===== config.mk =====
export PLATFORM = sky130hd
export DESIGN_NAME = boss_ctrl_flat
export DESIGN_NICKNAME = d
export VERILOG_FILES = /design/src/rtl/boss_ctrl_if.sv /design/src/rtl/boss_ctrl.sv /design/src/flat_wrapper.sv
export SDC_FILE = /design/constraint.sdc
export NUM_CORES = 1
export LEC_CHECK = 0
export CORE_MARGIN = 5
export CORE_UTILIZATION = 59
export DETAILED_ROUTE_END_ITERATION = 12
export PLACE_DENSITY_LB_ADDON = 0.08
export SLEW_MARGIN = 20
export SYNTH_ARGS = -nofsm -noshare
export SYNTH_HDL_FRONTEND = slang
export SYNTH_SLANG_ARGS = --single-unit

===== constraint.sdc =====
create_clock -name clk -period 9.4 [get_ports clk]
set_input_delay 1.41 -clock clk [delete_from_list [all_inputs] [get_ports clk]]
set_output_delay 1.41 -clock clk [all_outputs]
set_load 0.03 [all_outputs]

===== src/rtl/boss_ctrl_if.sv =====
// Boss controller bus: game-side inputs and renderer-facing outputs.
interface boss_ctrl_if;
  logic [3:0] state;
  logic       tick;
  logic [8:0] player_x;
  logic [8:0] player_y;
  logic       hit;
  logic [8:0] boss_x;
  logic [8:0] boss_y;
  logic [3:0] boss_state;
  logic [2:0] boss_hp;
  logic       boss_dead;

  modport master (
    output state, tick, player_x, player_y, hit,
    input  boss_x, boss_y, boss_state, boss_hp, boss_dead
  );

  modport slave (
    input  state, tick, player_x, player_y, hit,
    output boss_x, boss_y, boss_state, boss_hp, boss_dead
  );
endinterface


===== src/rtl/boss_ctrl.sv =====
// Boss motion/animation controller: chases the player in the boss stage,
// tracks hit points, and cycles idle frames on the staff/fail screens.
//
// state | meaning
// IDLE  | parked at spawn; animates frames 0-3 on STAFF/FAIL screens
// CHASE | steps toward the player every STEP_DIV ticks, walk frames 0-3
// HURT  | invulnerable, frames 4/5 flash for HIT_TICKS ticks
// DEAD  | frozen on frame 6 until the game leaves the boss stage
module boss_ctrl #(
  parameter logic [3:0] STAGE3    = 4'd6,
  parameter logic [3:0] FAIL      = 4'd8,
  parameter logic [3:0] STAFF     = 4'd1,
  parameter logic [8:0] X_MAX     = 9'd310,
  parameter logic [8:0] Y_MAX     = 9'd230,
  parameter logic [8:0] START_X   = 9'd150,
  parameter logic [8:0] START_Y   = 9'd20,
  parameter int         STEP_DIV  = 4,
  parameter int         ANIM_DIV  = 8,
  parameter logic [2:0] HP_INIT   = 3'd5,
  parameter int         HIT_TICKS = 16
) (
  input  logic        clk,
  input  logic        rst,
  boss_ctrl_if.slave  bus
);

  localparam int SW = $clog2(STEP_DIV);
  localparam int AW = $clog2(ANIM_DIV);
  localparam int HW = $clog2(HIT_TICKS);
  localparam logic [SW-1:0] STEP_LAST = SW'(STEP_DIV - 1);
  localparam logic [AW-1:0] ANIM_LAST = AW'(ANIM_DIV - 1);
  localparam logic [HW-1:0] HURT_LAST = HW'(HIT_TICKS - 1);
  localparam logic [3:0] FR_HURT_A = 4'd4;
  localparam logic [3:0] FR_HURT_B = 4'd5;
  localparam logic [3:0] FR_DEAD   = 4'd6;

  typedef enum logic [1:0] {IDLE, CHASE, HURT, DEAD} mode_t;

  mode_t          mode_q, mode_d;
  logic [8:0]     x_q, x_d, y_q, y_d;
  logic [3:0]     frame_q, frame_d;
  logic [2:0]     hp_q, hp_d;
  logic           dead_q, dead_d;
  logic [SW-1:0]  step_q, step_d;
  logic [AW-1:0]  anim_q, anim_d;
  logic [HW-1:0]  hurt_q, hurt_d;

  logic           anim_wrap;
  logic [AW-1:0]  anim_next;
  logic [3:0]     frame_walk;
  logic           anim_screen;

  // One pixel toward the target, computed 10 bits wide so +1 at 511 cannot wrap.
  function automatic logic [8:0] step_axis(input logic [8:0] pos,
                                           input logic [8:0] tgt,
                                           input logic [8:0] lim);
    logic [9:0] nxt;
    nxt = {1'b0, pos};
    if (pos < tgt)      nxt = nxt + 10'd1;
    else if (pos > tgt) nxt = nxt - 10'd1;
    if (nxt > {1'b0, lim}) nxt = {1'b0, lim};
    return nxt[8:0];
  endfunction

  // Shared walk/idle animation divider: frames 0-3 advance every ANIM_DIV ticks.
  always_comb begin
    anim_wrap   = (anim_q == ANIM_LAST);
    anim_next   = anim_wrap ? '0 : anim_q + AW'(1);
    frame_walk  = anim_wrap ? {2'b00, frame_q[1:0] + 2'd1} : frame_q;
    anim_screen = (bus.state == STAFF) || (bus.state == FAIL);
  end

  // Next-state and next-output logic; leaving the boss stage overrides everything.
  always_comb begin
    mode_d  = mode_q;
    x_d     = x_q;
    y_d     = y_q;
    frame_d = frame_q;
    hp_d    = hp_q;
    dead_d  = dead_q;
    step_d  = step_q;
    anim_d  = anim_q;
    hurt_d  = hurt_q;
    if (bus.state != STAGE3) begin
      mode_d = IDLE;
      x_d    = START_X;
      y_d    = START_Y;
      hp_d   = HP_INIT;
      dead_d = 1'b0;
      step_d = '0;
      hurt_d = '0;
      if (mode_q != IDLE) begin
        // Frames 4-6 are meaningless on the idle cycle, so restart from 0.
        frame_d = '0;
        anim_d  = '0;
      end else if (anim_screen) begin
        if (bus.tick) begin
          anim_d  = anim_next;
          frame_d = frame_walk;
        end
      end else begin
        frame_d = '0;
        anim_d  = '0;
      end
    end else begin
      unique case (mode_q)
        IDLE: begin
          mode_d  = CHASE;
          step_d  = '0;
          anim_d  = '0;
          frame_d = '0;
        end
        CHASE: begin
          if (bus.hit) begin
            hp_d = hp_q - 3'd1;
            if (hp_q == 3'd1) begin
              mode_d  = DEAD;
              frame_d = FR_DEAD;
              dead_d  = 1'b1;
            end else begin
              mode_d  = HURT;
              hurt_d  = '0;
              frame_d = FR_HURT_A;
            end
          end else if (bus.tick) begin
            if (step_q == STEP_LAST) begin
              step_d = '0;
              x_d    = step_axis(x_q, bus.player_x, X_MAX);
              y_d    = step_axis(y_q, bus.player_y, Y_MAX);
            end else begin
              step_d = step_q + SW'(1);
            end
            anim_d  = anim_next;
            frame_d = frame_walk;
          end
        end
        HURT: begin
          if (bus.tick) begin
            if (hurt_q == HURT_LAST) begin
              mode_d  = CHASE;
              frame_d = '0;
              step_d  = '0;
              anim_d  = '0;
            end else begin
              hurt_d  = hurt_q + HW'(1);
              frame_d = (frame_q == FR_HURT_A) ? FR_HURT_B : FR_HURT_A;
            end
          end
        end
        DEAD: begin
          frame_d = FR_DEAD;
          dead_d  = 1'b1;
        end
        default: mode_d = IDLE;
      endcase
    end
  end

  // State and output registers with synchronous reset to the spawn values.
  always_ff @(posedge clk) begin
    if (rst) begin
      mode_q  <= IDLE;
      x_q     <= START_X;
      y_q     <= START_Y;
      frame_q <= '0;
      hp_q    <= HP_INIT;
      dead_q  <= 1'b0;
      step_q  <= '0;
      anim_q  <= '0;
      hurt_q  <= '0;
    end else begin
      mode_q  <= mode_d;
      x_q     <= x_d;
      y_q     <= y_d;
      frame_q <= frame_d;
      hp_q    <= hp_d;
      dead_q  <= dead_d;
      step_q  <= step_d;
      anim_q  <= anim_d;
      hurt_q  <= hurt_d;
    end
  end

  assign bus.boss_x     = x_q;
  assign bus.boss_y     = y_q;
  assign bus.boss_state = frame_q;
  assign bus.boss_hp    = hp_q;
  assign bus.boss_dead  = dead_q;

endmodule


===== src/flat_wrapper.sv =====
// flat-port wrapper written by rule: the top's interface ports become plain ports
module boss_ctrl_flat 
#(
  parameter logic [3:0] STAGE3    = 4'd6,
  parameter logic [3:0] FAIL      = 4'd8,
  parameter logic [3:0] STAFF     = 4'd1,
  parameter logic [8:0] X_MAX     = 9'd310,
  parameter logic [8:0] Y_MAX     = 9'd230,
  parameter logic [8:0] START_X   = 9'd150,
  parameter logic [8:0] START_Y   = 9'd20,
  parameter int         STEP_DIV  = 4,
  parameter int         ANIM_DIV  = 8,
  parameter logic [2:0] HP_INIT   = 3'd5,
  parameter int         HIT_TICKS = 16
)
  (clk, rst, bus_state, bus_tick, bus_player_x, bus_player_y, bus_hit, bus_boss_x, bus_boss_y, bus_boss_state, bus_boss_hp, bus_boss_dead);
  boss_ctrl_if bus_i ();
  input  logic clk;
  input  logic rst;
  input wire logic [$bits(bus_i.state)-1:0] bus_state;
  input wire logic [$bits(bus_i.tick)-1:0] bus_tick;
  input wire logic [$bits(bus_i.player_x)-1:0] bus_player_x;
  input wire logic [$bits(bus_i.player_y)-1:0] bus_player_y;
  input wire logic [$bits(bus_i.hit)-1:0] bus_hit;
  output wire logic [$bits(bus_i.boss_x)-1:0] bus_boss_x;
  output wire logic [$bits(bus_i.boss_y)-1:0] bus_boss_y;
  output wire logic [$bits(bus_i.boss_state)-1:0] bus_boss_state;
  output wire logic [$bits(bus_i.boss_hp)-1:0] bus_boss_hp;
  output wire logic [$bits(bus_i.boss_dead)-1:0] bus_boss_dead;
  assign bus_i.state = bus_state;
  assign bus_i.tick = bus_tick;
  assign bus_i.player_x = bus_player_x;
  assign bus_i.player_y = bus_player_y;
  assign bus_i.hit = bus_hit;
  assign bus_boss_x = bus_i.boss_x;
  assign bus_boss_y = bus_i.boss_y;
  assign bus_boss_state = bus_i.boss_state;
  assign bus_boss_hp = bus_i.boss_hp;
  assign bus_boss_dead = bus_i.boss_dead;
  boss_ctrl #(.STAGE3(STAGE3), .FAIL(FAIL), .STAFF(STAFF), .X_MAX(X_MAX), .Y_MAX(Y_MAX), .START_X(START_X), .START_Y(START_Y), .STEP_DIV(STEP_DIV), .ANIM_DIV(ANIM_DIV), .HP_INIT(HP_INIT), .HIT_TICKS(HIT_TICKS)) u_core (.clk(clk), .rst(rst), .bus(bus_i));
endmodule

==> results.yml, run 1 <==
finish:
  fill_cells: 428
  regArea_um2: 741
  final_cell_mix: "clkdlybuf4s50_1, nor2_1, dfxtp_1"
  nNetsFinal: 510
  postLayoutCellArea_mm2: 0.00379
  diodes: 0
  final_common_cell: "clkdlybuf4s50_1"
  multiInputGateArea_mm2: 0.00223
  layout.cells.non_filler: 526
  areaGrowthSynthToFinish_pct: 18.3
  drive_gt1_frac: 0.0811
drt:
  drc: 0
  drtIter0Drc: 268
  wl_per_cell_um: 15.2
  drtAntennaViolNets: 0
  vias: 3224
  routed_wl_mm: 7.97
  via_per_inst: 6.13
  dr.pass1.iters: 5
synth:
  synth_top_flop_cell: "dfxtp_1"
  synth_cell_types: 77
  async_reset_ff_frac: 0
  synth_area_mm2: 0.00320
  ys_seq_elements: 37
  syn_inst: 415
  synth_nets: 470
  synth_warnings: 0
  synth_area_per_cell_um2: 7.72
  ys_seq_area_frac: 0.231
  synth_edf_count: 0
placed_design:
  portBuffers: 51
  postPlaceCellArea_mm2: 0.00370
  hpwlAfterDp_mm: 6.12
  finalWeightedCongestion: 0.911
  place_inst: 518
floorplan:
  fp.dieW_um: 83.7
  placeableCoreArea_mm2: 0.00520
  start_util: 0.615
  die_y_um: 83.7
  rows: 26
  pin_count: 52
  dieArea_mm2: 0.00700
global_routing:
  grt_overflow: 0
  grt_start_max_net_pins: 20
  grt.total_usage: 0.224
  antenna_found_initial: 0
  grt_pass1_vias: 3079
  grt_pass1_wl_mm: 13.5
worst_hold_path:
  min_from: "u_core.bus.boss_dead$_SDFFE_PP0P_"
  hold_class: "flip-flop to flip-flop"
  min_path_cells: 2
  min_to: "u_core.bus.boss_dead$_SDFFE_PP0P_"
clock_tree:
  root_buffer: "clkbuf_8"
  clkLatencyLatePin_ns: 0.29
  clockBufferDepth: 2
  numCtsBuffers: 5
  cts_tree: "built"
  cts.sinks: 37
  cts_htree_levels: 2
  cts_setup_buffers: 0
  cts_resized: 0
  cts_hold_buf: 0
  clkTransAtPathRegs_ns: 0.08
timing:
  relSlewSlack: 0.438
  setup_viol: 0
  finalHoldViolCount: 0
  fmaxAchievable_ghz: 0.213
  min_period_ns: 4.69
  maxSlewViolCount: 0
  worst_slew_pin_slew_ns: 0.840
  timing.setup.tns_ns: 0
  period_share: 0.499
  finClkSkew_ns: 0.0133
  rsz0062_at_grt: "false"
pwr:
  power.density_mw_per_mm2: 79.9
  p_leak_nw: 1.50
  ir_drop_mv: 0.0703
  p_total_mw: 0.303
critical_path:
  reg2reg_from: "u_core.bus.boss_x[6]$_SDFFE_PP0P_"
  cp_max_fo: 7
  worstPathRequired_ns: 9.58
  crit_path_end_kind: "flip-flop"
  r2r_cells: 10
  reg2reg_to: "u_core.bus.boss_x[7]$_SDFFE_PP1P_"
  critPathKind: "input port to flip-flop"
  crit_arrival_ns: 4.88
  startpoint_type: "input port"
  r2r_setup_slack_ns: 5.79
flow_run:
  drv_cap: 0
status:
  outcome: "complete, no violations"
sequential cells by signal, summed over array words and instances, names as in the netlist:
signal and flops:
u_core.bus.boss_dead 1, u_core.bus.boss_state 4, u_core.mode_q 2, u_core.hurt_q 4
u_core.step_q 2, u_core.bus.boss_x 9, u_core.bus.boss_y 9, u_core.anim_q 3
u_core.bus.boss_hp 3
cell type report:
class                   instances  area share
multi-input cells             326       0.589
flip-flops and latches         37       0.195
repair buffers                 51       0.135
inverters                      34      0.0337
well taps                      70      0.0231
clock buffers                   5      0.0182
clock inverters                 3     0.00561
worst max path at each step:
stage | from | end | slack (ns) | cells after the start
2_1_floorplan | bus_player_x[6] | u_core.bus.boss_x[7]$_SDFFE_PP1P_ | 5.19 | 11
3_3_place_gp | bus_player_x[6] | u_core.bus.boss_x[7]$_SDFFE_PP1P_ | 4.53 | 12
3_5_place_dp | bus_player_x[7] | u_core.bus.boss_x[7]$_SDFFE_PP1P_ | 4.40 | 12
4_1_cts | bus_player_x[7] | u_core.bus.boss_x[7]$_SDFFE_PP1P_ | 4.71 | 12
5_1_grt | bus_player_x[7] | u_core.bus.boss_x[7]$_SDFFE_PP1P_ | 4.46 | 12
6_report | bus_player_x[7] | u_core.bus.boss_x[7]$_SDFFE_PP1P_ | 4.71 | 12
cells by family (layout without fill, tap and decap cells):
group	after synthesis	count (layout)	synth area share
muxes	6	6	0.0188
and+or+nand+nor	170	170	0.291
DFF	37	37	0.231
buffers and inverters	52	93	0.0715
AOI/OAI and AO/OA	107	107	0.236
xor gates and xnor gates	14	14	0.0383
adders and majority gates	29	29	0.113
worst max-delay path: stages:
cell	delay, ns
clkdlybuf4s50_1	0.46
inv_1	0.05
ha_1	0.32
o21ai_0	0.34
nor2_1	0.17
or3_1	0.45
a311oi_1	0.45
nand2_1	0.10
or4_4	0.51
o22ai_4	0.24
o31ai_2	0.09
a211o_1	0.30
cells in the mapped netlist (all sizes together) (3+ instances only):
cell    count  area, um2
nor2       43        161
dfxtp      37        741
inv        34        128
ha         29        363
nand2      28        105
a21oi      27        139
nor3       21        110
o21ai      21        105
clkbuf     15       67.6
and3       12       78.8
nand3      12       60.1
nor4       11       75.1
xnor2       9       78.8
a31oi       7       43.8
o22ai       7       57.6
a21o        6       46.3
mux2i       6       60.1
nand4       6       52.6
a211oi      5       55.1
nand2b      5       33.8
nand3b      5       37.5
xor2        5       43.8
and2        4       26.3
or3         4       25.0
a22oi       3       22.5
and4        3       28.8
buf         3       33.8
o211ai      3       22.5
o31ai       3       27.5
or2         3       18.8
per-layer routing:
metal | global-route usage | share of wire
met1 | 0.280 | 0.45
met2 | 0.386 | 0.47
met3 | 0.0434 | 0.059
met4 | 0.0702 | 0.018
met5 | 0 | 0
per-stage QoR:
step / utilization / hold slack [ns] / setup WS (ns)
detailed placement: 0.711 / 0.450 / 4.40
global route: 0.728 / 0.509 / 4.46
CTS: 0.728 / 0.465 / 4.71
floorplan: - / 0.458 / 5.19
finish: 0.728 / 0.458 / 4.71
global placement: 0.711 / 0.439 / 4.53
power breakdown:
group | internal [mW] | total (mW) | switching (mW)
Clock | 0.0526 | 0.113 | 0.0609
Combinational | 0.0168 | 0.0320 | 0.0153
Sequential | 0.157 | 0.157 | 0.000273
(Power assumes the default switching activity.)
==> inputs of run 2 (changes only) <==
Settings changed: CORE_UTILIZATION 59 to 55.
Clock period 9.4 ns to 4.6 ns, I/O delays scaled along.
==> run 2 against run 1 <==
Net effect: clock power increased by 110%; cell count increased by 0.38%; wire length increased by 0.25%; clock skew decreased by 0.0021 ns; power increased by 110%; combinational power increased by 110%; via count decreased by 1.5%; worst setup slack got worse by 4.1 ns; final area increased by 0.17%; register-to-register slack got worse by 4.8 ns; flip-flop and latch count unchanged; count of clock-buffer cells in the layout unchanged; critical path type unchanged.
==> results.yml, run 2 (same netlist as run 1, synthesis figures left out) <==
finish:
  nNetsFinal: 510
  drive_gt1_frac: 0.0811
  final_cell_mix: "clkdlybuf4s50_1, nor2_1, dfxtp_1"
  post-route-util: 0.681
  final_common_cell: "clkdlybuf4s50_1"
  areaGrowthSynthToFinish_pct: 18.5
  diodes: 0
floorplan:
  placeableCoreArea_mm2: 0.00557
  fp.dieW_um: 86.3
  die_y_um: 86.3
  start_util: 0.575
  pin_count: 52
  dieArea_mm2: 0.00745
  rows: 27
clock_tree:
  clkTransAtPathRegs_ns: 0.09
  cts_tree: "built"
  numCtsBuffers: 5
  cts_setup_buffers: 0
  cts.sinks: 37
  cts_resized: 0
  root_buffer: "clkbuf_8"
  cts_htree_levels: 2
  clockBufferDepth: 2
  cts_hold_buf: 0
  clkLatencyLatePin_ns: 0.30
placed_design:
  portBuffers: 51
  finalWeightedCongestion: 0.929
  hpwlAfterDp_mm: 6.09
  dp_slack_ns: 0.377
timing:
  finalHoldViolCount: 0
  worst_slew_pin_slew_ns: 0.850
  min_period_ns: 3.95
  relSlewSlack: 0.431
  setup_slack_ns: 0.648
  maxSlewViolCount: 0
  finClkSkew_ns: 0.0112
  timing.setup.tns_ns: 0
  setup_viol: 0
  fmaxAchievable_ghz: 0.253
  rsz0062_at_grt: "false"
  period_share: 0.859
pwr:
  ir_drop_mv: 0.163
  p_leak_nw: 1.50
  power.density_mw_per_mm2: 165
  p_total_mw: 0.628
global_routing:
  grt_pass1_wl_mm: 13.5
  grt_pass1_vias: 2927
  grt_overflow: 0
  grt_start_max_net_pins: 20
  antenna_found_initial: 0
  grt.total_usage: 0.217
critical_path:
  startpoint_type: "input port"
  crit_path_end_kind: "flip-flop"
  crit_arrival_ns: 4.14
  r2r_setup_slack_ns: 0.97
  worstPathRequired_ns: 4.79
  cp_max_fo: 10
  critPathKind: "input port to flip-flop"
worst_hold_path:
  hold_class: "flip-flop to flip-flop"
drt:
  drtIter0Drc: 236
  via_per_inst: 6.02
  drc: 0
  drtAntennaViolNets: 0
  routed_wl_mm: 7.99
  wl_per_cell_um: 15.1
  vias: 3176
  dr.pass1.iters: 4
status:
  outcome: "complete, no violations"
flow_run:
  drv_cap: 0
## run 2: changes by cell type in the layout (fill, tap and decap cells not counted)
cell / delta
clkinv_4: +1
clkinv_2: -1
## run 2: cell type report
class	count	area [um2]
fillers	497	1780
clock buffers	5	68.8
flip-flops and latches	37	741
repair buffers	51	510
clock inverters	3	25.0
multi-input cells	326	2230
well taps	72	90.1
inverters	34	128
## run 2: power by group
part / total, mW / switching, mW / internal [mW]
sequential: 0.321 / 0.000559 / 0.321
clock: 0.241 / 0.132 / 0.109
combinational: 0.0661 / 0.0317 / 0.0343
## run 2: layer usage
metal | vias to the layer above | global-route usage | wire, um
met5 | - | 0 | 0
met4 | 0 | 0.0397 | 78
met3 | 11 | 0.0342 | 454
met2 | 96 | 0.373 | 3740
met1 | 1467 | 0.288 | 3720
li1 | 1602 | - | -
## run 2: final timing paths
path / startpoint / to / depth (start not counted)
min reg2reg: u_core.bus.boss_dead$_SDFFE_PP0P_ / u_core.bus.boss_dead$_SDFFE_PP0P_ / 2
min: u_core.bus.boss_dead$_SDFFE_PP0P_ / u_core.bus.boss_dead$_SDFFE_PP0P_ / 2
max: bus_player_x[6] / u_core.bus.boss_x[7]$_SDFFE_PP1P_ / 12
max reg2reg: u_core.bus.boss_x[2]$_SDFFE_PP1P_ / u_core.bus.boss_x[7]$_SDFFE_PP1P_ / 10
## run 2: stage by stage
step	area (um2)	instances	hold slack, ns
3_5_place_dp	3700	520	0.446
5_1_grt	3800	528	0.506
3_3_place_gp	3700	520	0.444
4_1_cts	3800	528	0.465
2_1_floorplan	3200	415	0.458
6_report	3800	528	0.459
## run 2: critical path, stage by stage
cell             delay [ns]
clkdlybuf4s50_1        0.45
inv_1                  0.04
ha_1                   0.34
nand4_4                0.17
or3_1                  0.54
o311a_2                0.22
a221oi_1               0.29
o22ai_1                0.17
or4_4                  0.59
o22ai_4                0.24
o31ai_2                0.08
a211o_1                0.30
==> inputs of run 3 (changes only) <==
Settings changed: REMOVE_ABC_BUFFERS from default to 1.
==> run 3 against run 2 <==
Net effect: maximum frequency down 0.64%; hold slack improved by 0.027 ns; clock skew fell by 0.0061 ns; final area up 1.1%; worst setup slack got worse by 0.025 ns; register-to-register slack better by 0.04 ns; highest routed layer unchanged; global-route usage increased by 0.42 points.
==> results.yml, run 3 (same netlist as run 1, synthesis figures left out) <==
worst_hold_path:
  hold_class: "flip-flop to flip-flop"
  min_path_cells: 2
clock_tree:
  cts_resized: 0
  cts_htree_levels: 2
  cts_hold_buf: 0
  clkTransAtPathRegs_ns: 0.08
  clockBufferDepth: 2
  root_buffer: "clkbuf_8"
  clkLatencyLatePin_ns: 0.29
  cts.sinks: 37
  numCtsBuffers: 5
  cts_setup_buffers: 0
  cts_tree: "built"
global_routing:
  grt.total_usage: 0.221
  grt_use_met3: 0.0342
  antenna_found_initial: 0
  grt_busiest_layer: "met2"
  grt_use_met2: 0.370
  grt_pass1_wl_mm: 13.6
  grtUsageMet1: 0.295
  grt_pass1_vias: 2938
  grt_overflow: 0
  grt_start_max_net_pins: 20
timing:
  finClkSkew_ns: 0.00504
  finalHoldViolCount: 0
  period_share: 0.865
  maxSlewViolCount: 0
  min_period_ns: 3.98
  worst_slew_pin_slew_ns: 0.816
  setup_slack_ns: 0.622
  fmaxAchievable_ghz: 0.251
  timing.setup.tns_ns: 0
  hold_ws_ns: 0.485
  relSlewSlack: 0.454
  setup_viol: 0
  rsz0062_at_grt: "false"
drt:
  drtIter0Drc: 306
  drc: 0
  routed_wl_mm: 8.24
  wl_per_cell_um: 15.5
  drtAntennaViolNets: 0
  vias: 3215
  dr.pass1.iters: 4
  via_per_inst: 6.05
critical_path:
  r2r_cells: 10
  critPathMaxStageDelay_ns: 0.58
  startpoint_type: "input port"
  r2r_setup_slack_ns: 1.01
  crit_arrival_ns: 4.17
  cp_max_fo: 10
  cpMaxStageDelayCell: "or4_4"
  crit_path_end_kind: "flip-flop"
  worstPathRequired_ns: 4.79
  critPathKind: "input port to flip-flop"
  path_cells: "clkdlybuf4s50_1 > inv_1 > ha_1 > nand4_4 > or3_1 > o311a_2 > a221oi_1 > o22ai_1 > or4_4 > o22ai_4 > o31ai_2 > a211o_1"
floorplan:
  fp.dieW_um: 86.3
  start_util: 0.575
  die_y_um: 86.3
  pin_count: 52
  placeableCoreArea_mm2: 0.00557
  dieArea_mm2: 0.00745
  rows: 27
placed_design:
  portBuffers: 51
  dp_slack_ns: 0.368
  postPlaceCellArea_mm2: 0.00372
  finalWeightedCongestion: 0.863
  hpwlAfterDp_mm: 6.25
pwr:
  ir_drop_mv: 0.156
  p_leak_nw: 1.53
  power.density_mw_per_mm2: 176
flow_run:
  drv_cap: 0
status:
  outcome: "complete, no violations"
finish:
  diodes: 0
  nNetsFinal: 513
  postLayoutCellArea_mm2: 0.00384
  areaGrowthSynthToFinish_pct: 19.8
  drive_gt1_frac: 0.0850
  final_common_cell: "clkdlybuf4s50_1"
  final_cell_mix: "clkdlybuf4s50_1, nor2_1, dfxtp_1"
  fill_cells: 528
## run 3: critical path, delay by kind of cell
kind	cells	cell delay (ns)
buffers and inverters	2	0.49
AOI/OAI and AO/OA	6	1.33
adders and majority gates	1	0.34
and+or+nand+nor	3	1.30
## run 3: stage by stage
step           utilization  power [mW]  cells
2_1_floorplan            -       0.362    397
3_3_place_gp         0.668       0.392    523
3_5_place_dp         0.668       0.395    523
4_1_cts              0.688       0.676    531
5_1_grt              0.688       0.698    531
6_report             0.688       0.674    531
## run 3: worst paths after layout
kind,start,to
hold / removal,u_core.bus.boss_dead$_SDFFE_PP0P_,u_core.bus.boss_dead$_SDFFE_PP0P_
setup / recovery,bus_player_x[6],u_core.bus.boss_x[7]$_SDFFE_PP1P_
setup reg to reg,u_core.bus.boss_x[4]$_SDFFE_PP1P_,u_core.bus.boss_x[7]$_SDFFE_PP1P_
hold reg to reg,u_core.bus.boss_dead$_SDFFE_PP0P_,u_core.bus.boss_dead$_SDFFE_PP0P_
## run 3: routing by layer
layer,vias to the layer above,share of wire
met3,11,0.056
met4,0,0.0085
met5,-,0
met1,1503,0.44
li1,1610,-
met2,91,0.49
## run 3: cell type report
cell class	count	area [um2]	area share
Clock buffer	6	72.6	0.0189
Multi-Input combinational cell	326	2230	0.582
Clock inverter	2	38.8	0.0101
Timing Repair Buffer	54	533	0.139
Sequential cell	37	741	0.193
Inverter	34	128	0.0333
Tap cell	72	90.1	0.0235
## run 3: power breakdown
part,internal (mW),switching [mW]
clock network,0.163,0.124
registers,0.321,0.000551
logic,0.0346,0.0319
total,0.518,0.156
